--- config.mk ---
export PLATFORM = sky130hd
export DESIGN_NAME = mc_controller
export DESIGN_NICKNAME = d
export VERILOG_FILES = /design/src/rtl/mips_ctrl_pkg.sv /design/src/rtl/mc_outdec.sv /design/src/rtl/mc_controller.sv
export SDC_FILE = /design/constraint.sdc
export NUM_CORES = 1
export LEC_CHECK = 0
export ABC_AREA = 1
export BUFFER_PORTS_ARGS = -buffer_cell sky130_fd_sc_hd__buf_2
export CAP_MARGIN = 20
export CORE_ASPECT_RATIO = 0.7
export CORE_MARGIN = 3
export CORE_UTILIZATION = 40
export CTS_BUF_LIST = sky130_fd_sc_hd__clkbuf_4 sky130_fd_sc_hd__clkbuf_8 sky130_fd_sc_hd__clkbuf_16
export CTS_CLUSTER_DIAMETER = 120
export DETAILED_ROUTE_END_ITERATION = 16
export PLACE_DENSITY = 0.76
export SETUP_SLACK_MARGIN = 0.1
export SYNTH_ARGS = -nofsm -noshare
export SYNTH_HDL_FRONTEND = slang
export SYNTH_HIERARCHICAL = 1
export SYNTH_SLANG_ARGS = --single-unit
--- constraint.sdc ---
create_clock -name clk -period 1.93 [get_ports clk]
set_input_delay 0.193 -clock clk [delete_from_list [all_inputs] [get_ports clk]]
set_output_delay 0.193 -clock clk [all_outputs]
set_load 0.02 [all_outputs]
--- src/rtl/mips_ctrl_pkg.sv ---
// rtl/mips_ctrl_pkg.sv - shared opcodes, state codes and aluop encodings for the MIPS control path
package mips_ctrl_pkg;

    localparam logic [5:0] OP_RTYPE = 6'b000000;
    localparam logic [5:0] OP_LW    = 6'b100011;
    localparam logic [5:0] OP_SW    = 6'b101011;
    localparam logic [5:0] OP_BEQ   = 6'b000100;
    localparam logic [5:0] OP_BNE   = 6'b000101;
    localparam logic [5:0] OP_ADDI  = 6'b001000;
    localparam logic [5:0] OP_ANDI  = 6'b001100;
    localparam logic [5:0] OP_ORI   = 6'b001101;
    localparam logic [5:0] OP_J     = 6'b000010;

    typedef enum logic [3:0] {
        S_FETCH   = 4'd0,
        S_DECODE  = 4'd1,
        S_MEMADR  = 4'd2,
        S_MEMRD   = 4'd3,
        S_MEMWB   = 4'd4,
        S_MEMWR   = 4'd5,
        S_RTYPEEX = 4'd6,
        S_RTYPEWB = 4'd7,
        S_BEQEX   = 4'd8,
        S_IMMEX   = 4'd9,
        S_IMMWB   = 4'd10,
        S_JEX     = 4'd11,
        S_BNEEX   = 4'd12
    } state_t;

    typedef enum logic [2:0] {
        ALU_ADD   = 3'd0,
        ALU_SUB   = 3'd1,
        ALU_FUNCT = 3'd2,
        ALU_AND   = 3'd3,
        ALU_OR    = 3'd4
    } aluop_t;

    // Successor of DECODE; S_FETCH doubles as the "unsupported opcode" result.
    function automatic state_t decode_next(input logic [5:0] op, input logic en_bne,
                                           input logic en_imm);
        state_t nxt;
        case (op)
            OP_RTYPE:        nxt = S_RTYPEEX;
            OP_LW, OP_SW:    nxt = S_MEMADR;
            OP_BEQ:          nxt = S_BEQEX;
            OP_BNE:          nxt = en_bne ? S_BNEEX : S_FETCH;
            OP_ADDI:         nxt = S_IMMEX;
            OP_ANDI, OP_ORI: nxt = en_imm ? S_IMMEX : S_FETCH;
            OP_J:            nxt = S_JEX;
            default:         nxt = S_FETCH;
        endcase
        return nxt;
    endfunction

endpackage

--- src/rtl/mc_outdec.sv ---
// rtl/mc_outdec.sv - combinational control-word decode from state, opcode, zero and mem_ready
module mc_outdec
    import mips_ctrl_pkg::*;
#(
    parameter bit EN_BNE      = 1'b1,
    parameter bit EN_IMMLOGIC = 1'b1
) (
    input  logic [3:0] state,
    input  logic [5:0] op,
    input  logic       zero,
    input  logic       mem_ready,
    output logic       iord,
    output logic       irwrite,
    output logic       memwrite,
    output logic       regdst,
    output logic       memtoreg,
    output logic       regwrite,
    output logic       alusrca,
    output logic [1:0] alusrcb,
    output logic [1:0] pcsrc,
    output logic       pcen,
    output logic [2:0] aluop,
    output logic       zeroext,
    output logic       illegal
);

    state_t st;
    assign st = state_t'(state);

    always_comb begin
        iord     = 1'b0;
        irwrite  = 1'b0;
        memwrite = 1'b0;
        regdst   = 1'b0;
        memtoreg = 1'b0;
        regwrite = 1'b0;
        alusrca  = 1'b0;
        alusrcb  = 2'b00;
        pcsrc    = 2'b00;
        pcen     = 1'b0;
        aluop    = ALU_ADD;
        zeroext  = 1'b0;
        illegal  = 1'b0;
        case (st)
            S_FETCH: begin
                alusrcb = 2'b01;
                irwrite = mem_ready;
                pcen    = mem_ready;
            end
            S_DECODE: begin
                alusrcb = 2'b11;
                illegal = (decode_next(op, EN_BNE, EN_IMMLOGIC) == S_FETCH);
            end
            S_MEMADR: begin
                alusrca = 1'b1;
                alusrcb = 2'b10;
            end
            S_MEMRD: iord = 1'b1;
            S_MEMWB: begin
                memtoreg = 1'b1;
                regwrite = 1'b1;
            end
            S_MEMWR: begin
                iord     = 1'b1;
                memwrite = 1'b1;
            end
            S_RTYPEEX: begin
                alusrca = 1'b1;
                aluop   = ALU_FUNCT;
            end
            S_RTYPEWB: begin
                regdst   = 1'b1;
                regwrite = 1'b1;
            end
            S_BEQEX, S_BNEEX: begin
                alusrca = 1'b1;
                aluop   = ALU_SUB;
                pcsrc   = 2'b01;
                pcen    = (st == S_BEQEX) ? zero : ~zero;
            end
            S_IMMEX: begin
                alusrca = 1'b1;
                alusrcb = 2'b10;
                case (op)
                    OP_ANDI: begin aluop = ALU_AND; zeroext = 1'b1; end
                    OP_ORI:  begin aluop = ALU_OR;  zeroext = 1'b1; end
                    default: begin aluop = ALU_ADD; zeroext = 1'b0; end
                endcase
            end
            S_IMMWB: begin
                regwrite = 1'b1;
                zeroext  = (op == OP_ANDI) || (op == OP_ORI);
            end
            S_JEX: begin
                pcsrc = 2'b10;
                pcen  = 1'b1;
            end
            default: ;
        endcase
    end

endmodule

--- src/rtl/mc_controller.sv ---
// rtl/mc_controller.sv - multicycle MIPS main controller: state register, sequencing and reset gating
module mc_controller
    import mips_ctrl_pkg::*;
#(
    parameter bit EN_BNE      = 1'b1,
    parameter bit EN_IMMLOGIC = 1'b1
) (
    input  logic       clk,
    input  logic       reset,
    input  logic [5:0] op,
    input  logic       zero,
    input  logic       mem_ready,
    output logic       iord,
    output logic       irwrite,
    output logic       memwrite,
    output logic       regdst,
    output logic       memtoreg,
    output logic       regwrite,
    output logic       alusrca,
    output logic [1:0] alusrcb,
    output logic [1:0] pcsrc,
    output logic       pcen,
    output logic [2:0] aluop,
    output logic       zeroext,
    output logic       illegal,
    output logic [3:0] state
);

    state_t     state_q;
    state_t     state_d;
    logic [5:0] ir_op;
    logic [5:0] op_sel;
    logic       irwrite_raw;
    logic       memwrite_raw;
    logic       regwrite_raw;
    logic       pcen_raw;
    logic       illegal_raw;

    // The live opcode is trusted only in DECODE/IMMEX; later states use the copy taken in DECODE.
    assign op_sel = (state_q == S_DECODE || state_q == S_IMMEX) ? op : ir_op;
    assign state  = state_q;

    always_ff @(posedge clk) begin
        if (reset) begin
            state_q <= S_FETCH;
            ir_op   <= 6'd0;
        end else begin
            state_q <= state_d;
            if (state_q == S_DECODE) ir_op <= op;
        end
    end

    always_comb begin
        state_d = S_FETCH;
        case (state_q)
            S_FETCH:   state_d = mem_ready ? S_DECODE : S_FETCH;
            S_DECODE:  state_d = decode_next(op, EN_BNE, EN_IMMLOGIC);
            S_MEMADR:  state_d = (ir_op == OP_SW) ? S_MEMWR : S_MEMRD;
            S_MEMRD:   state_d = mem_ready ? S_MEMWB : S_MEMRD;
            S_MEMWR:   state_d = mem_ready ? S_FETCH : S_MEMWR;
            S_RTYPEEX: state_d = S_RTYPEWB;
            S_IMMEX:   state_d = S_IMMWB;
            default:   state_d = S_FETCH;
        endcase
    end

    mc_outdec #(
        .EN_BNE      (EN_BNE),
        .EN_IMMLOGIC (EN_IMMLOGIC)
    ) u_outdec (
        .state     (state_q),
        .op        (op_sel),
        .zero      (zero),
        .mem_ready (mem_ready),
        .iord      (iord),
        .irwrite   (irwrite_raw),
        .memwrite  (memwrite_raw),
        .regdst    (regdst),
        .memtoreg  (memtoreg),
        .regwrite  (regwrite_raw),
        .alusrca   (alusrca),
        .alusrcb   (alusrcb),
        .pcsrc     (pcsrc),
        .pcen      (pcen_raw),
        .aluop     (aluop),
        .zeroext   (zeroext),
        .illegal   (illegal_raw)
    );

    // Architectural strobes are suppressed during reset so a stalled access cannot complete.
    assign irwrite  = irwrite_raw  & ~reset;
    assign memwrite = memwrite_raw & ~reset;
    assign regwrite = regwrite_raw & ~reset;
    assign pcen     = pcen_raw     & ~reset;
    assign illegal  = illegal_raw  & ~reset;

endmodule

# [After elaboration in Yosys (flattened, before gate mapping)]
# Index checks and enable logic that the tools add are counted.
[classes] n_bitwise=7 n_eq_ne=29 n_mux=25 n_reduce_logical=16
[ops] operator="one-hot mux 4 bit (6 select lines)" count=2
[ops] operator="== test 6 x 4 -> 1 bit, second input constant" count=6
[ops] operator="== test 6 bit, second input constant" count=5
[ops] operator="one-hot mux 4 bit (7 select lines)" count=1
[ops] operator="== test 6 x 3 -> 1 bit, second input constant" count=4
[ops] operator="== test 4 bit, second input constant" count=5
[ops] operator="== test 4 x 3 -> 1 bit, second input constant" count=4
[ops] operator="== test 6 x 2 -> 1 bit, second input constant" count=2
[ops] operator="zero test 6 bit" count=2
[ops] operator="OR reduction 2 bit" count=6
[ops] operator="two-way mux 1 bit" count=11
[ops] operator="two-way mux 3 bit" count=3
[ops] operator="one-hot mux 3 bit (3 select lines)" count=1
[ops] operator="OR reduction 3 bit" count=3
[ops] operator="== test 4 x 2 -> 1 bit, second input constant" count=2
[ops] operator="zero test 4 bit" count=2
[ops] operator="two-way mux 6 bit" count=1
[ops] operator="one-hot mux 2 bit (3 select lines)" count=1
[ops] operator="one-hot mux 3 bit (2 select lines)" count=1
[ops] operator="bitwise AND 1 bit" count=5
[ops] operator="OR reduction 5 bit" count=1
[ops] operator="== test 4 x 1 -> 1 bit, second input constant" count=1
[ops] operator="two-way mux 4 bit" count=1
[ops] operator="one-hot mux 2 bit (2 select lines)" count=1
[ops] operator="4 further kinds" count=6
[word_totals] ff_bits=10 wordCells=79 input_bits=10

# [Depth between registers and ports, before layout]
[depth] depth_word=10 depth_mapped=14

# [Cells and area by module]
# Netlist, hierarchy kept.
[modules_own_cells] module="mc_controller" cells_per_inst=127 area_per_inst_um2=752.0 seq_area_each_um2=200.2 n_inst=1
[modules_own_cells] module="mc_outdec" cells_per_inst=63 area_per_inst_um2=279.0 seq_area_each_um2=0.0 n_inst=1

# [Worst setup path before layout]
# No wires, ideal clock.
[synth_path] path_type="reg2out" startpoint="reg state_q[0] (netlist: state[0])" endpoint="out illegal" slack_ns=-0.149 path_stages_with_launch=14 path_buffers=1 required_ns=1.737 arrival_ns=1.886 cell_sequence="dfxtp_1 > inv_2 > nor2_4 > inv_2 > nor2_4 > buf_6 > nand2_2 > o21ai_2 > nor2_1 > nand3_1 > nand3_1 > nor2_1 > inv_1 > nor2_1"
[synth_via] elab_chain_cells=10
[synth_rtl] element="start: declaration" line="mc_controller.sv:29" rtl="state_t state_q;"
[synth_rtl] element="start signal: assignment" line="mc_controller.sv:48" rtl="state_q <= state_d;"
[synth_rtl] element="== test 4 x 1 -> 1 bit or == test 4 bit (tied branches)" line="mc_controller.sv:40" rtl="assign op_sel = (state_q == S_DECODE || state_q == S_IMMEX) ? op : ir_op;"
[synth_rtl] element="logical OR 1 bit *" line="mc_controller.sv:40"
[synth_rtl] element="two-way mux 6 bit *" line="mc_controller.sv:40"
[synth_rtl] element="net op_sel[1]" line="mc_controller.sv:32" rtl="logic [5:0] op_sel;"
[synth_rtl] element="== test 6 x 4 -> 1 bit or == test 6 bit (tied branches)" line="mips_ctrl_pkg.sv:42" rtl="case (op)"
[synth_rtl] element="OR reduction 3 bit (no line) or OR reduction 2 bit (tied branches)"
[synth_rtl] element="one-hot mux 4 bit (6 select lines) *" line="mips_ctrl_pkg.sv:42"
[synth_rtl] element="two-way mux 4 bit *" line="mc_outdec.sv:44" rtl="case (st)"
[synth_rtl] element="zero test 4 bit *" line="mc_outdec.sv:52" rtl="illegal = (decode_next(op, EN_BNE, EN_IMMLOGIC) == S_FETCH);"
[synth_rtl] element="two-way mux 1 bit *" line="mc_outdec.sv:44"
[synth_rtl] element="net illegal_raw" line="mc_controller.sv:37" rtl="logic illegal_raw;"
[synth_rtl] element="bitwise AND 1 bit *" line="mc_controller.sv:95" rtl="assign illegal = illegal_raw & ~reset;"
[synth_rtl] element="end: declaration" line="mc_controller.sv:25" rtl="output logic illegal,"
# Mark *: on every way through the listed nets, which the timed path passes. The rest lies on a longest branch. The select of a mux whose other input is x is not followed.

# [Worst setup path in the final report]
[layout_path] startpoint="reg state_q[0] (netlist: state[0])" endpoint="out zeroext"
[layout_via] elab_chain_cells=7
[layout_rtl] element="== test 4 x 1 -> 1 bit or == test 4 bit (tied branches)" line="mc_controller.sv:40"
[layout_rtl] element="logical OR 1 bit *" line="mc_controller.sv:40"
[layout_rtl] element="two-way mux 6 bit *" line="mc_controller.sv:40"
[layout_rtl] element="net op_sel[5]" line="mc_controller.sv:32"
[layout_rtl] element="== test 6 x 4 -> 1 bit" line="mc_outdec.sv:84, mc_outdec.sv:92"
[layout_rtl] element="OR reduction 2 bit (no line)"
[layout_rtl] element="two-way mux 1 bit" line="mc_outdec.sv:84" rtl="case (op)"
[layout_rtl] element="one-hot mux 1 bit (2 select lines) *" line="mc_outdec.sv:44"
[layout_rtl] element="end: declaration" line="mc_controller.sv:24" rtl="output logic zeroext,"
# Mark *: on every way through the listed nets, which the timed path passes. The rest lies on a longest branch.

==> summary.txt <==
Outcome
  • Status: complete, but fails checks
  • Failing checks: setup timing

Worst setup path
  • Cells on worst reg2reg path: 6
  • Worst r2r src: state[2]
  • Flop-to-flop setup slack: 0.63 ns
  • Crit Reg-Reg Endpoint: state[0]
  • Crit path DAT: 1.79 ns
  • Startpoint types: register
  • CP required: 1.74 ns
  • Setup CP Type: register to primary output
  • CP Capture Type: primary output
  • Critical Path Fanout Max: 6

Worst hold path
  • Hold endpoint: state[2]
  • WHS Path Cells: 2
  • Hold crit path type: primary input to register
  • Hold Crit Start: reset

STA
  • Final period util: 102.9%
  • Setup TNS: -0.1475 ns
  • Fmax: 503.7 MHz
  • Tmin final: 1.985 ns
  • Slew @ Worst Pin: 0.3062 ns
  • RSZ-0062 raised after global routing: true
  • Relative slew slack: 79.37%
  • Final Hold Violating Endpoints: 0
  • Setup violations, final: 4
  • Worst Skew: 0.003875 ns
  • Final Max Slew Viols: 0
  • Final WS setup: -0.05543 ns

Global routing
  • GRT Util Overall: 17.42%
  • Vias in the first global route: 974
  • First-pass GRT wire length: 4485 microns
  • Antenna violations before repair: 0
  • Largest net degree at the start of global routing: 14
  • Gr ovfl total: 0

Logic synthesis
  • Seq cells post-synth: 10
  • Synth warn: 6
  • Cell Area, Synth: 0.001031 sq mm
  • Post-synthesis sequential area ratio: 19.42%
  • Syn Nets: 200
  • Library cells used by synthesis: 22
  • Mean cell area of the mapped netlist: 5.426 sq um
  • Area contributors post-synth: dfxtp_1 19%, inv_1 15%, nand2_1 13%, nor2_1 12%, nand3_1 8.3%
  • Syn Inst Count: 190
  • Synth top area share: 19.42%
  • Cell taking the most area after synthesis: dfxtp_1

Layout
  • Final Core Density: 60.91%
  • Nets: 241
  • P&R area growth vs syn: 35.56%
  • Fill count: 246
  • Layout cells sized above 1: 33.48%
  • ANT cells: 0

Clock tree
  • # H-tree levels: 1
  • Clock buffer depth: 2
  • Clk sink count: 10
  • Clk Latency, worst-skew pair: 0.24 ns
  • CTS tree: done
  • Hold Buf Count CTS: 0
  • Clock transition at the registers of the reported paths: 0.05 ns
  • Clock root buffer: clkbuf_8
  • CTS buffer count: 3

Floorplan
  • Die width: 66.68 microns
  • Starting Density: 44.93%
  • Cell row count: 14
  • Die Y: 48.48 microns
  • Core box area: 0.002295 sq mm
  • Die ar.: 0.003232 sq mm
  • I/O pin count: 31

Route
  • Drt first pass iters: 4
  • Via/cell ratio: 4.672
  • DRT iter0 DRCs: 57
  • Final WL: 2610 microns
  • # DRC: 0
  • Wire per inst: 9.962 microns
  • Post-route ant nets: 0
  • DR vias: 1224

Power
  • Pwr/cell area: 510.4 mW/mm^2
  • Leakage Power: 0.7504 nW
  • Worst vdd rail ir drop: 0.3952 mV

Placement
  • Post-DP HPWL: 2085 microns
  • Pre-CTS WS: 0.09356 ns
  • Routability Congestion: 0.8146
  • # port buffers: 30

Job
  • Total of max-cap violations: 0
==> sequential cells by signal, summed over array words and instances (netlist names) <==
| name | flops |
|---|---|
| state | 4 |
| ir_op | 6 |
==> synthesized netlist by cell type <==
| library cell | n |
|---|---|
| nand3b_1 | 1 |
| nand2_1 | 37 |
| nand3_1 | 17 |
| nor2_4 | 2 |
| dfxtp_1 | 10 |
| buf_6 | 2 |
| inv_2 | 2 |
| nor3_1 | 1 |
| nor2_2 | 4 |
| clkbuf_1 | 1 |
| nand3_2 | 1 |
| o21ai_2 | 4 |
| a21oi_1 | 12 |
| xor2_1 | 1 |
| o21ai_0 | 5 |
| o21ai_1 | 6 |
| nand2_2 | 5 |
| nor3_2 | 1 |
| o22ai_1 | 1 |
| nand4_1 | 3 |
| inv_1 | 41 |
| nor2_1 | 33 |
==> layout by cell type (no fill, tap or decap) <==
cell type	instances
a21oi_1	11
a21oi_2	1
buf_12	1
buf_2	26
buf_4	9
buf_6	3
clkbuf_8	4
dfxtp_1	7
dfxtp_2	3
inv_1	40
inv_2	3
nand2_1	36
nand2_2	6
nand3_1	16
nand3_2	2
nand3b_1	1
nand4_1	3
nor2_1	28
nor2_2	9
nor2_4	2
nor3_1	1
nor3_2	1
o21ai_0	4
o21ai_1	4
o21ai_2	6
o21ai_4	1
o22ai_1	1
xor2_1	1
==> stage by stage <==
step	area, sq um	hold WS [ns]	cells	power [mW]
after global routing	1398	0.2878	262	0.7529
after global placement	1255	0.4775	254	0.4223
after floorplan	1041	0.3663	190	0.3685
after detailed placement	1255	0.4772	254	0.4247
final	1398	0.2568	262	0.7134
after CTS	1375	0.2724	262	0.7125
==> report_power, final <==
part	internal, mW	switching, mW
logic	0.0811	0.136
clock network	0.180	0.0901
registers	0.220	0.00570
==> logic make-up (layout without fill, tap and decap cells) <==
| kind of cell | after synthesis | count (layout) | synth area share (%) |
|---|---|---|---|
| buf+inv | 46 | 86 | 18.20 |
| compound gates | 28 | 28 | 15.17 |
| simple gates | 105 | 105 | 46.36 |
| xor+xnor | 1 | 1 | 0.8497 |
| flops | 10 | 10 | 19.42 |
==> layer usage <==
layer,global-route usage [%],share of wire [%],vias up
met1,27.36,50,517
met3,3.704,7.9,2
met5,0,0,-
li1,-,-,667
met2,23.68,41,38
met4,4.054,0.54,0
==> final cells by class <==
type | instances | area, sq um | area share, %
timing repair buffer | 39 | 251.5 | 17.99
inverter | 43 | 161.4 | 11.55
tap | 32 | 40.04 | 2.865
sequential | 10 | 203.9 | 14.59
multi-input combinational | 134 | 685.7 | 49.06
clock buffer | 4 | 55.05 | 3.939
==> repair_timing <==
item                       in CTS  in global routing
pin swaps                       1                  1
buffers inserted                4                  0
gates resized for setup        11                  8
cloned                          0                  0
setup endpoints to repair       5                  8
==> critical path, cell delays in order (launching register included) <==
cell and delay [ns]:
dfxtp_2 0.33, inv_2 0.04, nor2_4 0.08, inv_2 0.05, nor2_4 0.17, o21ai_0 0.16, nor2_2 0.20, nand3_2 0.12
buf_4 0.15, a21oi_2 0.08, buf_2 0.17
==> how the worst max path moves through the flow <==
| stage | to | slack, ns | start |
|---|---|---|---|
| final | zeroext | -0.06 | state[0] |
| after global routing | illegal | -0.23 | state[0] |
| after CTS | illegal | -0.06 | state[0] |
| after detailed placement | illegal | 0.09 | state[0] |
| after global placement | illegal | 0.14 | state[0] |
| after floorplan | illegal | 0.07 | state[0] |
(Power assumes the default switching activity.)
